[config.mk]
export PLATFORM = sky130hd
export DESIGN_NAME = mcp3008_spi_responder
export DESIGN_NICKNAME = d
export VERILOG_FILES = /design/src/rtl/mcp3008_pkg.sv /design/src/rtl/mcp3008_spi_responder_spi_pin_sync.sv /design/src/rtl/mcp3008_spi_responder.sv
export SDC_FILE = /design/constraint.sdc
export NUM_CORES = 1
export LEC_CHECK = 0
export BUFFER_PORTS_ARGS = -buffer_cell sky130_fd_sc_hd__buf_4
export CAP_MARGIN = 20
export CORE_MARGIN = 2
export CORE_UTILIZATION = 60
export DETAILED_ROUTE_END_ITERATION = 12
export MAX_ROUTING_LAYER = met4
export PLACE_DENSITY_LB_ADDON = 0.15
export SLEW_MARGIN = 10
export SYNTH_ARGS = -nofsm -noshare
export SYNTH_HDL_FRONTEND = slang
export SYNTH_SLANG_ARGS = --single-unit
[constraint.sdc]
create_clock -name clock -period 3.9 [get_ports clock]
set_input_delay 0.195 -clock clock [delete_from_list [all_inputs] [get_ports clock]]
set_output_delay 0.195 -clock clock [all_outputs]
set_load 0.01 [all_outputs]
[src/rtl/mcp3008_pkg.sv]
// Shared definitions for the MCP3008 pin-level SPI responder.
// State encoding and protocol field widths.
package mcp3008_pkg;

  localparam int CMD_BITS  = 4;
  localparam int DATA_BITS = 10;

  localparam logic [3:0] CMD_CNT   = 4'(CMD_BITS);
  localparam logic [3:0] CMD_LAST  = 4'(CMD_BITS - 1);
  localparam logic [3:0] DATA_LAST = 4'(DATA_BITS - 1);

  typedef enum logic [2:0] {
    ST_IDLE       = 3'd0,
    ST_WAIT_START = 3'd1,
    ST_CMD        = 3'd2,
    ST_SAMPLE     = 3'd3,
    ST_NULL       = 3'd4,
    ST_DATA       = 3'd5,
    ST_DONE       = 3'd6
  } state_t;

  // A chip-select release in these states cuts a transfer short.
  function automatic logic is_abortable(input state_t s);
    return (s == ST_CMD) || (s == ST_SAMPLE) || (s == ST_NULL) || (s == ST_DATA);
  endfunction

endpackage

[src/rtl/mcp3008_spi_responder_spi_pin_sync.sv]
// Multi-stage synchronizer with registered rise/fall detection for one SPI pin.
// level is delayed to line up with the rise/fall pulses so data pins stay aligned with the clock pin.
module spi_pin_sync #(
  parameter int STAGES = 2
) (
  input  logic clock,
  input  logic reset,
  input  logic pin,
  output logic level,
  output logic rise,
  output logic fall
);

  logic [STAGES-1:0] sync_q;
  logic              prev_q;

  always_ff @(posedge clock or posedge reset) begin
    if (reset) begin
      sync_q <= '0;
      prev_q <= 1'b0;
      rise   <= 1'b0;
      fall   <= 1'b0;
    end else begin
      sync_q <= {sync_q[STAGES-2:0], pin};
      prev_q <= sync_q[STAGES-1];
      rise   <= sync_q[STAGES-1] & ~prev_q;
      fall   <= ~sync_q[STAGES-1] & prev_q;
    end
  end

  assign level = prev_q;

endmodule

[src/rtl/mcp3008_spi_responder.sv]
// Pin-level MCP3008 emulation: decodes the start/SGL/channel command, reports it,
// then shifts a null bit and the supplied 10-bit sample back MSB-first.
module mcp3008_spi_responder
  import mcp3008_pkg::*;
#(
  parameter int   SYNC_STAGES = 2,
  parameter logic IDLE_MISO   = 1'b0
) (
  input  logic        clock,
  input  logic        reset,
  input  logic        adc_cs,
  input  logic        adc_clk,
  input  logic        adc_mosi,
  output logic        adc_miso,
  output logic        adc_miso_oe,
  input  logic [9:0]  sample_value,
  output logic        req_strobe,
  output logic [2:0]  req_channel,
  output logic        req_diffn,
  output logic        xfer_done,
  output logic        aborted,
  output state_t      dbg_state
);

  logic cs_level, cs_rise, cs_fall;
  logic clk_level, clk_rise, clk_fall;
  logic mosi_level, mosi_rise, mosi_fall;
  logic unused_pins;

  spi_pin_sync #(.STAGES(SYNC_STAGES)) u_cs_sync (
    .clock(clock), .reset(reset), .pin(adc_cs),
    .level(cs_level), .rise(cs_rise), .fall(cs_fall)
  );
  spi_pin_sync #(.STAGES(SYNC_STAGES)) u_clk_sync (
    .clock(clock), .reset(reset), .pin(adc_clk),
    .level(clk_level), .rise(clk_rise), .fall(clk_fall)
  );
  spi_pin_sync #(.STAGES(SYNC_STAGES)) u_mosi_sync (
    .clock(clock), .reset(reset), .pin(adc_mosi),
    .level(mosi_level), .rise(mosi_rise), .fall(mosi_fall)
  );

  assign unused_pins = ^{cs_level, clk_level, mosi_rise, mosi_fall};

  state_t      state_q, state_d;
  logic [3:0]  bitcnt_q, bitcnt_d;
  logic [2:0]  shadow_q, shadow_d;
  logic [9:0]  shift_q, shift_d;
  logic        miso_q, miso_d;
  logic        oe_q, oe_d;
  logic        strobe_q, strobe_d;
  logic [2:0]  chan_q, chan_d;
  logic        diffn_q, diffn_d;
  logic        done_q, done_d;
  logic        abort_q, abort_d;

  always_ff @(posedge clock or posedge reset) begin
    if (reset) begin
      state_q  <= ST_IDLE;
      bitcnt_q <= '0;
      shadow_q <= '0;
      shift_q  <= '0;
      miso_q   <= IDLE_MISO;
      oe_q     <= 1'b0;
      strobe_q <= 1'b0;
      chan_q   <= '0;
      diffn_q  <= 1'b0;
      done_q   <= 1'b0;
      abort_q  <= 1'b0;
    end else begin
      state_q  <= state_d;
      bitcnt_q <= bitcnt_d;
      shadow_q <= shadow_d;
      shift_q  <= shift_d;
      miso_q   <= miso_d;
      oe_q     <= oe_d;
      strobe_q <= strobe_d;
      chan_q   <= chan_d;
      diffn_q  <= diffn_d;
      done_q   <= done_d;
      abort_q  <= abort_d;
    end
  end

  always_comb begin
    state_d  = state_q;
    bitcnt_d = bitcnt_q;
    shadow_d = shadow_q;
    shift_d  = shift_q;
    miso_d   = miso_q;
    oe_d     = oe_q;
    strobe_d = 1'b0;
    chan_d   = chan_q;
    diffn_d  = diffn_q;
    done_d   = 1'b0;
    abort_d  = 1'b0;

    // Chip-select release outranks any simultaneous SCLK edge.
    if (cs_rise) begin
      state_d = ST_IDLE;
      oe_d    = 1'b0;
      miso_d  = IDLE_MISO;
      abort_d = is_abortable(state_q);
    end else begin
      case (state_q)
        ST_IDLE: begin
          if (cs_fall) state_d = ST_WAIT_START;
        end
        ST_WAIT_START: begin
          if (clk_rise && mosi_level) begin
            state_d  = ST_CMD;
            bitcnt_d = '0;
          end
        end
        ST_CMD: begin
          // bitcnt == CMD_BITS is the one-cycle slot that issues the strobe.
          if (bitcnt_q == CMD_CNT) begin
            strobe_d = 1'b1;
            state_d  = ST_SAMPLE;
          end else if (clk_rise) begin
            shadow_d = {shadow_q[1:0], mosi_level};
            bitcnt_d = bitcnt_q + 4'd1;
            if (bitcnt_q == CMD_LAST) begin
              diffn_d = shadow_q[2];
              chan_d  = {shadow_q[1:0], mosi_level};
            end
          end
        end
        ST_SAMPLE: begin
          if (clk_fall) state_d = ST_NULL;
        end
        ST_NULL: begin
          if (clk_fall) begin
            shift_d  = sample_value;
            miso_d   = 1'b0;
            oe_d     = 1'b1;
            bitcnt_d = DATA_LAST;
            state_d  = ST_DATA;
          end
        end
        ST_DATA: begin
          if (clk_fall) begin
            miso_d = shift_q[bitcnt_q];
            if (bitcnt_q == 4'd0) begin
              done_d  = 1'b1;
              state_d = ST_DONE;
            end else begin
              bitcnt_d = bitcnt_q - 4'd1;
            end
          end
        end
        ST_DONE: begin
          if (clk_fall) miso_d = 1'b0;
        end
        default: state_d = ST_IDLE;
      endcase
    end
  end

  assign adc_miso    = miso_q;
  assign adc_miso_oe = oe_q;
  assign req_strobe  = strobe_q;
  assign req_channel = chan_q;
  assign req_diffn   = diffn_q;
  assign xfer_done   = done_q;
  assign aborted     = abort_q;
  assign dbg_state   = state_q;

endmodule

# Word-level counts from Yosys, hierarchy flattened
# Cells that the tools add are included.
# classes
addsub	2
n_lt_le_gt_ge	1
eq_ne	23
n_mux	33
bitwise_logic	10
n_reduce_logical	18
# op_table
cell	n
$mux W3	8
$mux W4	6
$ne A3 B1 Y1 const B	7
$pmux W3 S7	1
$pmux W4 S4	1
$reduce_and A8 Y1	2
$mux W1	15
$eq A3 B3 Y1 const B	3
$ne A2 B1 Y1 const B	4
$eq A3 B2 Y1 const B	2
$ne A2 B2 Y1 const B	3
$not A1 Y1	6
$reduce_and A3 Y1	2
$lt A4 B5 Y1 const B	1
$reduce_and A5 Y1	1
$add A4 B1 Y4 const B	1
$and A1 B1 Y1	4
$bmux W1 S4	1
$eq A4 B2 Y1 const B	1
$eq A4 B3 Y1 const B	1
$logic_not A4 Y1	1
$reduce_and A4 Y1	1
$reduce_bool A2 Y1	2
$reduce_bool A4 Y1	1
10 further kinds	12
# totals
reg_bits	42
inputBits	15
elab_cells	108

# Depth between registers and ports, before layout
# Gate-level depths: netlist of the first run.
# logic_depth
depth_word	5
mapped_depth	7

# Modules after synthesis
# From an unflattened synthesis of the first run, not the netlist that was laid out.
# hier_totals
hier_cells	164
hier_area_um2	2003.2
# modules_own_cells
mod	n_inst	cells_per_inst	area_per_inst_um2
mcp3008_spi_responder	1	140	1571.5
spi_pin_sync	3	8	143.9

# Worst setup path after synthesis of the first run
# Ideal clock, no wire load.
# synth_path
path_type	register -> register
from	register bitcnt_q[0]
to	register bitcnt_q[2]
setup_time_ps	126
arrival_time_ps	1878
required_time_ps	3774
setup_slack_ps	1896
stages_incl_launch_ff	6
path_buffers	1
period_less_slack_ps	2004
cell_sequence	dfrtp_1 > buf_6 > or4_4 > a2111oi_4 > nor3_2 > a311o_1
# synth_via
elab_chain_cells	4
elab_cells_between_ends	12
classes_between	add/sub (2); eq/ne (3); mux (5); reduce/logical (2)
# synth_rtl
item	line_no	rtl
from (decl)	mcp3008_spi_responder.sv:46	logic [3:0] bitcnt_q, bitcnt_d;
from (signal assigned)	mcp3008_spi_responder.sv:72	bitcnt_q <= bitcnt_d;
$sub A4 B1 Y4 or $add A4 B1 Y4 (tied branches)	mcp3008_spi_responder.sv:148, mcp3008_spi_responder.sv:122	
$mux W4, on equally long branches	mcp3008_spi_responder.sv:144, mcp3008_spi_responder.sv:120	
$mux W4, on equally long branches	mcp3008_spi_responder.sv:142, mcp3008_spi_responder.sv:117	
$pmux W4 S4	mcp3008_spi_responder.sv:105	case (state_q)
# Several ways; a longest one is shown, not always the timed one. The select of a mux whose other input is x is not followed.
# A chain may end at the register's enable or synchronous reset.

# Worst setup path after layout of the first run
# layout_path
from	register state_q[1] (netlist: dbg_state[1])
to	register bitcnt_q[2]
# layout_via
elab_chain_cells	3
elab_cells_between_ends	13
classes_between	eq/ne (10); mux (1); reduce/logical (2)
# layout_rtl
item	line_no	rtl
from (decl)	mcp3008_spi_responder.sv:45	state_t state_q, state_d;
from (signal assigned)	mcp3008_spi_responder.sv:71	state_q <= state_d;
$eq A3 B1 Y1 (tied with other cells)	mcp3008_spi_responder.sv:105	
$ne A2 B2 Y1 (no source line) (tied with other cells)	n/a	
$reduce_and A8 Y1 (no source line)	n/a	
# Several ways; a longest one is shown, not always the timed one.

==> results of run 1 <==
[per-stage QoR]
| step | cells | power, mW | util (%) | hold WS (ns) |
|---|---|---|---|---|
| 4_1_cts | 229 | 1.33 | 74.3 | 0.0561 |
| 3_3_place_gp | 217 | 1.03 | 70.3 | 0.306 |
| 5_1_grt | 229 | 1.41 | 74.3 | 0.0587 |
| 6_report | 229 | 1.32 | 74.3 | 0.0658 |
| 2_1_floorplan | 155 | 0.958 | - | 0.226 |
| 3_5_place_dp | 217 | 1.05 | 70.3 | 0.306 |
[metal layers]
metal / up-vias / global-route usage, % / share of wire [%]
met5: - / - / 0
met4: 0 / 9.32 / 1.7
met3: 7 / 5.25 / 4.0
met2: 39 / 36.8 / 52
met1: 660 / 31.1 / 42
li1: 628 / - / -
[repair_timing]
item                                   4_1_cts  5_1_grt
hold buffers                                 4        0
endpoints found under the hold margin       45        0
gates resized for setup                      0        0
[area by class of cell]
type | instances | area share (%)
clock buffers | 5 | 1.64
inverters | 7 | 1.15
repair buffers | 31 | 10.6
clock inverters | 3 | 1.97
well taps | 44 | 2.41
multi-input cells | 97 | 36.3
flip-flops and latches | 42 | 46.0
[layout by cell type, fill, tap and decap left out, drive strengths merged, types with 2 or more instances in the layout]
| cell type | count |
|---|---|
| dfrtp | 42 |
| buf | 27 |
| mux2 | 19 |
| nor2 | 8 |
| inv | 7 |
| nor2b | 6 |
| o21ai | 6 |
| nor3 | 6 |
| clkbuf | 5 |
| nand3 | 4 |
| nand2 | 4 |
| dlygate4sd3 | 4 |
| a21oi | 3 |
| and3b | 3 |
| mux4 | 2 |
| nand2b | 2 |
| a221oi | 2 |
| a32o | 2 |
| xnor2 | 2 |
| a31oi | 2 |
| o31ai | 2 |
| clkinvlp | 2 |
| a32oi | 2 |
[registers in the layout, indices dropped and copies added, names as in the netlist]
register	cells
u_clk_sync.sync_q	2
shadow_q	3
u_cs_sync.rise	1
aborted	1
req_strobe	1
u_cs_sync.fall	1
u_clk_sync.rise	1
u_cs_sync.sync_q	2
u_clk_sync.fall	1
adc_miso	1
dbg_state	3
xfer_done	1
shift_q	10
u_mosi_sync.level	1
u_cs_sync.level	1
bitcnt_q	4
adc_miso_oe	1
req_diffn	1
u_mosi_sync.sync_q	2
req_channel	3
u_clk_sync.level	1
[power breakdown]
part           leakage (nW)  switching (mW)  internal (mW)  total, mW
registers             0.533           0.118          0.519      0.638
logic                 0.437           0.185          0.221      0.406
clock network        0.0374           0.143          0.134      0.277
[worst paths after layout]
check	endpoint	slack (ns)	depth (start not counted)
worst max register to register	bitcnt_q[2]	1.60	4
worst min-delay path	shift_q[7]	0.07	2
worst max-delay path	bitcnt_q[2]	1.60	4
worst min register to register	u_mosi_sync.level	0.36	0
max in group asynchronous	req_diffn	3.03	4
min in group asynchronous	u_cs_sync.fall	0.52	4
[worst max-delay path, delay by kind of cell, from the launching register on]
| family | cells | cell delay, ns |
|---|---|---|
| compound gates | 3 | 1.03 |
| simple gates | 1 | 0.46 |
| flops | 1 | 0.70 |
[kinds of logic after synthesis]
family          share of synthesized area, %
fa+ha+maj                              0.636
simple gates                            13.9
compound gates                          12.7
flops                                   53.4
xor+xnor                               0.891
mux                                     14.1
buf+inv                                 4.39
==> run summary, run 1 <==
Worst Path Required - 4.15 ns
syn_nets - 171
pre-CTS WS - 1.66 ns
Clk Latency, worst-skew pair - 0.35 ns
hold violation total from the final report - 0
largest cells by area after synthesis - dfrtp_1, mux2_2, mux4_1
Sum Neg Setup Slack - 0 ns
Mapped Area - 1970 sq um
fin crit period - 2.30 ns
CP Data Arrival Time - 2.54 ns
Crit-path slowest cell - dfrtp_1
Clock Sinks - 42
clk buf depth - 2
share of cells above drive strength 1 - 32.4%
Area Overhead vs Synth - 16.3%
fill count - 217
area leader, netlist - dfrtp_1
Initial DRC Count - 96
syn_area_per_cell - 12.7 sq um
Cells after Synth - 155
Critical Path Start Type - register
MaxCap Viol Count - 0
post-route cell area - 2290 sq um
#FFs+latches synth - 42
PnR worst setup slack - 1.60 ns
RSZ-0062 raised after global routing - no
Synth cell types - 49
worst-margin pin slew - 0.636 ns
largest net degree at the start of global routing - 43
Hold WC Path Type - in2reg
pwr dens - 578 nW/um^2
cell area after placement - 2160 sq um
register area - 1050 sq um
GR Util All Layers - 23.9%
Syn. warnings - 0
Setup crit start - dbg_state[1]
most frequent cell after synthesis - dfrtp_1
Final ANT Viol Nets - 0
crit-path max FO - 17
antenna violations before repair - 0
critical path capture point type - register
DR DRC count - 0
Die Y - 61.3 microns
root buffer cell - clkbuf_4
launch point of the worst reg-to-reg path - dbg_state[1]
final setup fails - 0
total wire length - 3670 microns
number of synthesized flops with an enable pin - 0
Final GP Congestion - 0.875
die footprint - 3750 sq um
Max Clk Rate - 436 MHz
CTS Buf Count - 5
skew final - 0.0112 ns
Vias - 1,334
Setup CP Type - reg2reg
Tcrit/Tclk final - 58.9%
first-pass GRT wire length - 6180 microns
fin nets - 200
clk slew on worst S/H paths - 0.13 ns
Chip Width - 61.3 microns
share of the synthesized area in the top cell type - 53.4%
Max VDD drop - 0.423 mV
outcome - completed
area taken by multi-input logic gates - 830 sq um
Seq/Total Area, Yosys - 53.4%
crit-path cells - nor3b_4 > a32oi_4 > o41a_2 > a311o_1
Slowest Stage Delay on Critical Path - 0.70 ns
HPWL after detailed placement - 2580 microns
Detailed Routing Iterations Pass 1 - 4
leakage - 1.01 nW
via/cell ratio - 5.83
Core ar. - 3080 sq um
TritonCTS clock tree - done
H-tree depth - 2
vias in the first global route - 1,321
Initial Util - 63.9%
Slew headroom - 57.6%
Post-CTS Setup Bufs - 0
Rows - 20
routed len/inst - 16.0 microns
Post-synth top cells - dfrtp_1, mux2_2, nor2_1, inv_1
IO Port Bufs - 26
IO Pins - 27
# diodes - 0
Synth async-reset ratio - 100%
HP Start - sample_value[7]
Final Slew Violations - 0
Congestion Overflow GR - 0
top_reg_cell synth - dfrtp_1
(Power assumes the default switching activity.)
==> inputs of run 2 (changes only) <==
--- a/config.mk
+++ b/config.mk
@@ -8,7 +8,7 @@
 export BUFFER_PORTS_ARGS = -buffer_cell sky130_fd_sc_hd__buf_4
 export CAP_MARGIN = 20
 export CORE_MARGIN = 2
-export CORE_UTILIZATION = 60
+export CORE_UTILIZATION = 56
 export DETAILED_ROUTE_END_ITERATION = 12
 export MAX_ROUTING_LAYER = met4
 export PLACE_DENSITY_LB_ADDON = 0.15
==> constraint.sdc (replaced) <==
create_clock -name clock -period 2.4 [get_ports clock]
set_input_delay 0.12 -clock clock [delete_from_list [all_inputs] [get_ports clock]]
set_output_delay 0.12 -clock clock [all_outputs]
set_load 0.01 [all_outputs]
==> run 2 against run 1 <==
Effect of this change:
- final cell count grew 7.4%
- clock power grew 40%
- non-clock buffer count grew 15
- first-iteration DRC count grew 48%
- total power grew 62%
- register-to-register slack lost 1.3 ns
- count of clock-buffer cells in the layout is the same
- clock skew shrank 0.0024 ns
- fmax grew 8.0%
- worst setup slack lost 1.3 ns
- critical path type unchanged
==> run summary, run 2 (synthesized netlist as in run 1, its figures left out) <==
post-layout util - 71.7% (was 74.3%)
antenna violations before repair - 0 (unchanged)
met3 routed WL - 226 microns (was 147 microns)
Rows - 21 (was 20)
leakage - 1.07 nW (was 1.01 nW)
worst r2r path cells - 4 (unchanged)
vias in the first global route - 1,423 (was 1,321)
first-pass GRT wire length - 6820 microns (was 6180 microns)
final setup fails - 0 (unchanged)
PnR worst setup slack - 0.275 ns (was 1.60 ns)
R2R Setup Slk - 0.28 ns (was 1.60 ns)
cell area after placement - 2200 sq um (was 2160 sq um)
Final Slew Violations - 0 (unchanged)
Hold WC Path Type - reg2reg (was in2reg)
die footprint - 4000 sq um (was 3750 sq um)
Area Overhead vs Synth - 22.6% (was 16.3%)
Critical Path Start Type - register (unchanged)
pre-CTS WS - 0.305 ns (was 1.66 ns)
post-route cell area - 2410 sq um (was 2290 sq um)
Worst setup endpoint - bitcnt_q[2] (unchanged)
Congestion Overflow GR - 0 (unchanged)
pwr dens - 886 nW/um^2 (was 578 nW/um^2)
Setup CP Type - reg2reg (unchanged)
Final ANT Viol Nets - 0 (unchanged)
Regs by FF count - shift_q x10, bitcnt_q x4 (unchanged)
total wire length - 3780 microns (was 3670 microns)
fin nets - 215 (was 200)
DRT met1 WL - 1660 microns (was 1560 microns)
Sum Neg Setup Slack - 0 ns (unchanged)
critical path capture point type - register (unchanged)
Final GP Congestion - 0.861 (was 0.875)
Most flops, register - shift_q (unchanged)
via/cell ratio - 5.70 (was 5.83)
Initial DRC Count - 142 (was 96)
CTS Buf Count - 5 (unchanged)
GR Util All Layers - 22.8% (was 23.9%)
TritonCTS clock tree - done (unchanged)
crit-path max FO - 7 (was 17)
Vias - 1,402 (was 1,334)
commonest non-fill, non-tap cell in the layout - dfrtp_1 (unchanged)
worst-margin pin slew - 0.534 ns (was 0.636 ns)
met2 routed WL - 1840 microns (was 1910 microns)
Core ar. - 3360 sq um (was 3080 sq um)
max reg flops - 10 (unchanged)
HPWL after detailed placement - 2590 microns (was 2580 microns)
Slew headroom - 64.4% (was 57.6%)
DR DRC count - 0 (unchanged)
launch point of the worst reg-to-reg path - bitcnt_q[1] (was dbg_state[1])
Die Y - 63.3 microns (was 61.3 microns)
post-route insts no fill - 246 (was 229)
Max VDD drop - 0.538 mV (was 0.423 mV)
IO Pins - 27 (unchanged)
CP Data Arrival Time - 2.40 ns (was 2.54 ns)
root buffer cell - clkbuf_4 (unchanged)
Resized Gates After CTS - 0 (unchanged)
share of cells above drive strength 1 - 32.5% (was 32.4%)
Chip Width - 63.3 microns (was 61.3 microns)
Tcrit/Tclk final - 88.5% (was 58.9%)
Initial Util - 58.5% (was 63.9%)
Clock Sinks - 42 (unchanged)
Detailed Routing Iterations Pass 1 - 4 (unchanged)
IO Port Bufs - 26 (unchanged)
# diodes - 0 (unchanged)
skew final - 0.00885 ns (was 0.0112 ns)
hold violation total from the final report - 0 (unchanged)
Setup crit start - bitcnt_q[1] (was dbg_state[1])
outcome - completed (unchanged)
clk buf depth - 2 (unchanged)
fin crit period - 2.12 ns (was 2.30 ns)
clk slew on worst S/H paths - 0.14 ns (was 0.13 ns)
Post-Place Cells - 224 (was 217)
Crit-path slowest cell - or4_4 (was dfrtp_1)
Max Clk Rate - 471 MHz (was 436 MHz)
H-tree depth - 2 (unchanged)
routed len/inst - 15.4 microns (was 16.0 microns)
Max Used Layer - met4 (unchanged)
crit-path cells - or4_4 > a2111oi_4 > nor3_2 > a311o_1 (was nor3b_4 > a32oi_4 > o41a_2 > a311o_1)
Clk Latency, worst-skew pair - 0.37 ns (was 0.35 ns)
Crit Reg-Reg Endpoint - bitcnt_q[2] (unchanged)
MaxCap Viol Count - 0 (unchanged)
Worst Path Required - 2.67 ns (was 4.15 ns)
Slowest Stage Delay on Critical Path - 0.60 ns (was 0.70 ns)
largest net degree at the start of global routing - 43 (unchanged)
RSZ-0062 raised after global routing - no (unchanged)
most frequent cells in the layout - dfrtp_1, buf_4, mux2_2, dlygate4sd3_1, nor2_1 (was dfrtp_1, buf_4, mux2_2, nor2_1, inv_1)
## run 2: report_power, final
group | leakage, nW | internal (mW) | switching, mW
Clock | 0.0377 | 0.127 | 0.260
Sequential | 0.533 | 0.845 | 0.128
Combinational | 0.504 | 0.398 | 0.378
Total | 1.07 | 1.37 | 0.766
## run 2: metrics by stage
stage | hold WS, ns | power (mW)
after floorplan | 0.151 | 1.56
after global placement | 0.229 | 1.71
after detailed placement | 0.231 | 1.74
after CTS | 0.368 | 2.14
after global routing | 0.380 | 2.29
final | 0.364 | 2.14
## run 2: worst max-delay path, delay by kind of cell (launching register included)
kind | cells | cell delay (ns)
simple gates | 2 | 0.70
compound gates | 2 | 0.83
flops | 1 | 0.48
## run 2: per-layer routing
| metal | up-vias | GRT usage (%) |
|---|---|---|
| li1 | 655 | - |
| met3 | 7 | 5.54 |
| met4 | 0 | 7.88 |
| met1 | 693 | 30.5 |
| met5 | - | - |
| met2 | 47 | 34.3 |
## run 2: worst min-delay path by stage
stage / startpoint / slack [ns] / depth (start not counted) / to
floorplan: adc_clk / 0.15 / 0 / u_clk_sync.sync_q[0]
global placement: adc_mosi / 0.23 / 1 / u_mosi_sync.sync_q[0]
detailed placement: adc_mosi / 0.23 / 1 / u_mosi_sync.sync_q[0]
CTS: u_mosi_sync.sync_q[1] / 0.37 / 0 / u_mosi_sync.level
global route: u_mosi_sync.sync_q[1] / 0.38 / 0 / u_mosi_sync.level
finish: u_mosi_sync.sync_q[1] / 0.36 / 0 / u_mosi_sync.level
## run 2: cell type report
class | count | area (sq um)
clock buffer | 5 | 37.5
clock inverter | 3 | 28.8
fill | 249 | 952
inverter | 7 | 26.3
multi-input combinational | 97 | 830
sequential | 42 | 1050
tap | 46 | 57.6
timing repair buffer | 46 | 380
## run 2: what timing repair did
item                                   CTS  global route
endpoints found under the hold margin   55             0
hold buffers                            14             0
buffers inserted                         0             0
==> inputs of run 3 (changes only) <==
--- a/config.mk
+++ b/config.mk
@@ -5,10 +5,11 @@
 export SDC_FILE = /design/constraint.sdc
 export NUM_CORES = 1
 export LEC_CHECK = 0
+export ABC_AREA = 1
 export BUFFER_PORTS_ARGS = -buffer_cell sky130_fd_sc_hd__buf_4
 export CAP_MARGIN = 20
 export CORE_MARGIN = 2
-export CORE_UTILIZATION = 56
+export CORE_UTILIZATION = 57
 export DETAILED_ROUTE_END_ITERATION = 12
 export MAX_ROUTING_LAYER = met4
 export PLACE_DENSITY_LB_ADDON = 0.15
==> run 3 against run 2 <==
Effect of this change:
- combinational power is 22% higher
- via count is 11% higher
- synthesized cell count is 37% higher
- total power is 10% higher
- sequential share of layout area is 1.1 points lower
- count of clock-buffer cells in the layout stayed put
- fmax is 24% higher
- die area is 3.3% higher
- final cell count is 22% higher
- critical endpoint unchanged
- largest power group unchanged
==> run summary, run 3 <==
crit-path cells - nand3_2 > nand2_1 > nand2_1 > inv_1 > ha_1 > inv_1 > nand2_1 > o21ai_0 > o31ai_2 (was or4_4 > a2111oi_4 > nor3_2 > a311o_1)
Congestion Overflow GR - 0 (unchanged)
fin nets - 270 (was 215)
combinational family with the most area after synthesis - simple AND/OR/NAND/NOR gates (was multiplexers)
final setup fails - 0 (unchanged)
fin crit period - 1.72 ns (was 2.12 ns)
Rows - 21 (unchanged)
commonest non-fill, non-tap cell in the layout - dfrtp_1 (unchanged)
end of the worst hold path - shift_q[1] (was u_mosi_sync.level)
most frequent cell after synthesis - dfrtp_1 (unchanged)
DR DRC count - 0 (unchanged)
Syn. warnings - 0 (unchanged)
outcome - completed (unchanged)
MaxCap Viol Count - 0 (unchanged)
IO Pins - 27 (unchanged)
Clk Latency, worst-skew pair - 0.35 ns (was 0.37 ns)
Seq/Total Area, Yosys - 50.7% (was 53.4%)
Initial DRC Count - 67 (was 142)
die footprint - 4140 sq um (was 4000 sq um)
Slowest Stage Delay on Critical Path - 0.60 ns (about the same)
area taken by multi-input logic gates - 858 sq um (was 830 sq um)
total wire length - 3600 microns (was 3780 microns)
skew final - 0.00629 ns (was 0.00885 ns)
Final Slew Violations - 0 (unchanged)
Hold WC Path Type - in2reg (was reg2reg)
# diodes - 0 (unchanged)
Max Clk Rate - 581 MHz (was 471 MHz)
Regs by FF count - shift_q x10, bitcnt_q x4 (unchanged)
vias in the first global route - 1,473 (was 1,423)
fill count - 277 (was 249)
Crit-path slowest cell - dfrtp_1 (was or4_4)
Chip Width - 64.3 microns (was 63.3 microns)
Synth cell types - 35 (was 49)
antenna violations before repair - 0 (unchanged)
Tcrit/Tclk final - 71.7% (was 88.5%)
leakage - 1.24 nW (was 1.07 nW)
Critical Path Start Type - register (unchanged)
post-layout util - 72.4% (was 71.7%)
pwr dens - 954 nW/um^2 (was 886 nW/um^2)
critical path capture point type - register (unchanged)
total chip power - 2.36 mW (was 2.14 mW)
HPWL after detailed placement - 2500 microns (was 2590 microns)
number of synthesized flops with an enable pin - 0 (unchanged)
worst r2r path cells - 9 (was 4)
share of cells above drive strength 1 - 28.2% (was 32.5%)
largest net degree at the start of global routing - 43 (unchanged)
multiplexer share of the synthesized area - 6.16% (was 14.1%)
first-pass GRT wire length - 6530 microns (was 6820 microns)
routed len/inst - 12.0 microns (was 15.4 microns)
Sum Neg Setup Slack - 0 ns (unchanged)
Detailed Routing Iterations Pass 1 - 4 (unchanged)
syn_area_per_cell - 9.73 sq um (was 12.7 sq um)
Crit Reg-Reg Endpoint - bitcnt_q[2] (unchanged)
largest cells by area after synthesis - dfrtp_1, nand2_1, mux2_4 (was dfrtp_1, mux2_2, mux4_1)
clk buf depth - 2 (unchanged)
#FFs+latches synth - 42 (unchanged)
CP Data Arrival Time - 1.99 ns (was 2.40 ns)
WHS Path Cells - 3 (was 0)
Final ANT Viol Nets - 0 (unchanged)
crit-path max FO - 9 (was 7)
IO Port Bufs - 26 (unchanged)
top_reg_cell synth - dfrtp_1 (unchanged)
GR Util All Layers - 20.7% (was 22.8%)
most frequent cells in the layout - dfrtp_1, nand2_1, buf_4, inv_1, nor2_1 (was dfrtp_1, buf_4, mux2_2, dlygate4sd3_1, nor2_1)
H-tree depth - 2 (unchanged)
share of the synthesized area in the top cell type - 50.7% (was 53.4%)
worst-margin pin slew - 0.513 ns (was 0.534 ns)
Final GP Congestion - 0.899 (was 0.861)
max reg flops - 10 (unchanged)
Post-Synth Simple-Gate Area - 24.4% (was 13.9%)
Initial Util - 60.7% (was 58.5%)
Cells after Synth - 213 (was 155)
clk slew on worst S/H paths - 0.13 ns (was 0.14 ns)
Worst Path Required - 2.67 ns (about the same)
Core ar. - 3420 sq um (was 3360 sq um)
Post-synth top cells - dfrtp_1, nand2_1, inv_1, nor2_1 (was dfrtp_1, mux2_2, nor2_1, inv_1)
TritonCTS clock tree - done (unchanged)
Slew headroom - 65.8% (was 64.4%)
Mapped Area - 2070 sq um (was 1970 sq um)
Area Overhead vs Synth - 19.3% (was 22.6%)
CTS Buf Count - 5 (unchanged)
XOR/XNOR Fraction of Synth Area - 0.422% (was 0.891%)
compound-cell area share of the yosys netlist - 9.84% (was 12.7%)
HP Start - sample_value[1] (was u_mosi_sync.sync_q[1])
Setup CP Type - reg2reg (unchanged)
launch point of the worst reg-to-reg path - dbg_state[2] (was bitcnt_q[1])
Max VDD drop - 0.598 mV (was 0.538 mV)
area leader, netlist - dfrtp_1 (unchanged)
Vias - 1,557 (was 1,402)
Clock Sinks - 42 (unchanged)
syn_nets - 229 (was 171)
Synth async-reset ratio - 100% (unchanged)
post-synthesis adder-cell area fraction - 0.604% (was 0.636%)
Most flops, register - shift_q (unchanged)
Die Y - 64.3 microns (was 63.3 microns)
hold violation total from the final report - 0 (unchanged)
via/cell ratio - 5.17 (was 5.70)
crit-path most repeated cell - nand2_1
root buffer cell - clkbuf_4 (unchanged)
RSZ-0062 raised after global routing - no (unchanged)
register area - 1050 sq um (unchanged)
R2R Setup Slk - 0.68 ns (was 0.28 ns)
-- run 3: area by class of cell --
cell class | count | share of cell area, %
clock buffer | 5 | 1.52
clock inverter | 3 | 0.860
inverter | 30 | 4.61
multi-input combinational | 135 | 34.7
sequential | 42 | 42.5
tap | 46 | 2.33
timing repair buffer | 40 | 13.5
-- run 3: timing repair --
item,4_1_cts,5_1_grt
buffers inserted,0,0
gates resized for setup,0,0
hold buffers,12,1
endpoints found under the hold margin,53,1
-- run 3: routing by layer --
layer	wire length, microns	GRT usage (%)	part of all wire, %
met5	0	-	0
met4	36	3.99	1.0
met3	205	4.23	5.7
met2	1680	33.1	47
met1	1680	27.9	47
-- run 3: critical path, delay by kind of cell, from the launching register on --
family,cells,cell delay (ns)
AO/OA/AOI/OAI,2,0.31
adder cells (fa/ha/maj),1,0.12
buffers and inverters,2,0.11
flip-flops,1,0.60
AND/OR/NAND/NOR,4,0.51
-- run 3: worst max path at each step --
| stage | from | to | slack (ns) | cells after the start |
|---|---|---|---|---|
| detailed placement | dbg_state[2] | bitcnt_q[2] | 0.66 | 9 |
| CTS | dbg_state[2] | bitcnt_q[2] | 0.65 | 9 |
| floorplan | dbg_state[1] | bitcnt_q[2] | 0.85 | 10 |
| finish | dbg_state[2] | bitcnt_q[2] | 0.68 | 9 |
| global route | dbg_state[2] | bitcnt_q[2] | 0.49 | 9 |
| global placement | dbg_state[2] | bitcnt_q[2] | 0.69 | 9 |
-- run 3: logic make-up (layout without fill, tap and decap cells) --
kind of cell	Yosys count	count (layout)
flops	42	42
simple gates	90	90
compound gates	34	34
mux	9	9
fa+ha+maj	1	1
xor+xnor	1	1
buf+inv	36	78
-- run 3: report_power, final --
| part | internal (mW) | switching [mW] | total (mW) |
|---|---|---|---|
| Sequential | 0.883 | 0.185 | 1.07 |
| Combinational | 0.414 | 0.532 | 0.945 |
| Clock | 0.114 | 0.232 | 0.346 |
| Total | 1.41 | 0.949 | 2.36 |
-- run 3: metrics by stage --
stage / hold WS [ns] / area [sq um] / setup WS [ns] / std cells
after floorplan: 0.151 / 2070 / 0.847 / 213
after global placement: 0.230 / 2280 / 0.695 / 280
after detailed placement: 0.230 / 2280 / 0.661 / 280
after CTS: 0.000241 / 2460 / 0.646 / 300
after global routing: 0.0240 / 2470 / 0.493 / 301
final: 0.0105 / 2470 / 0.680 / 301
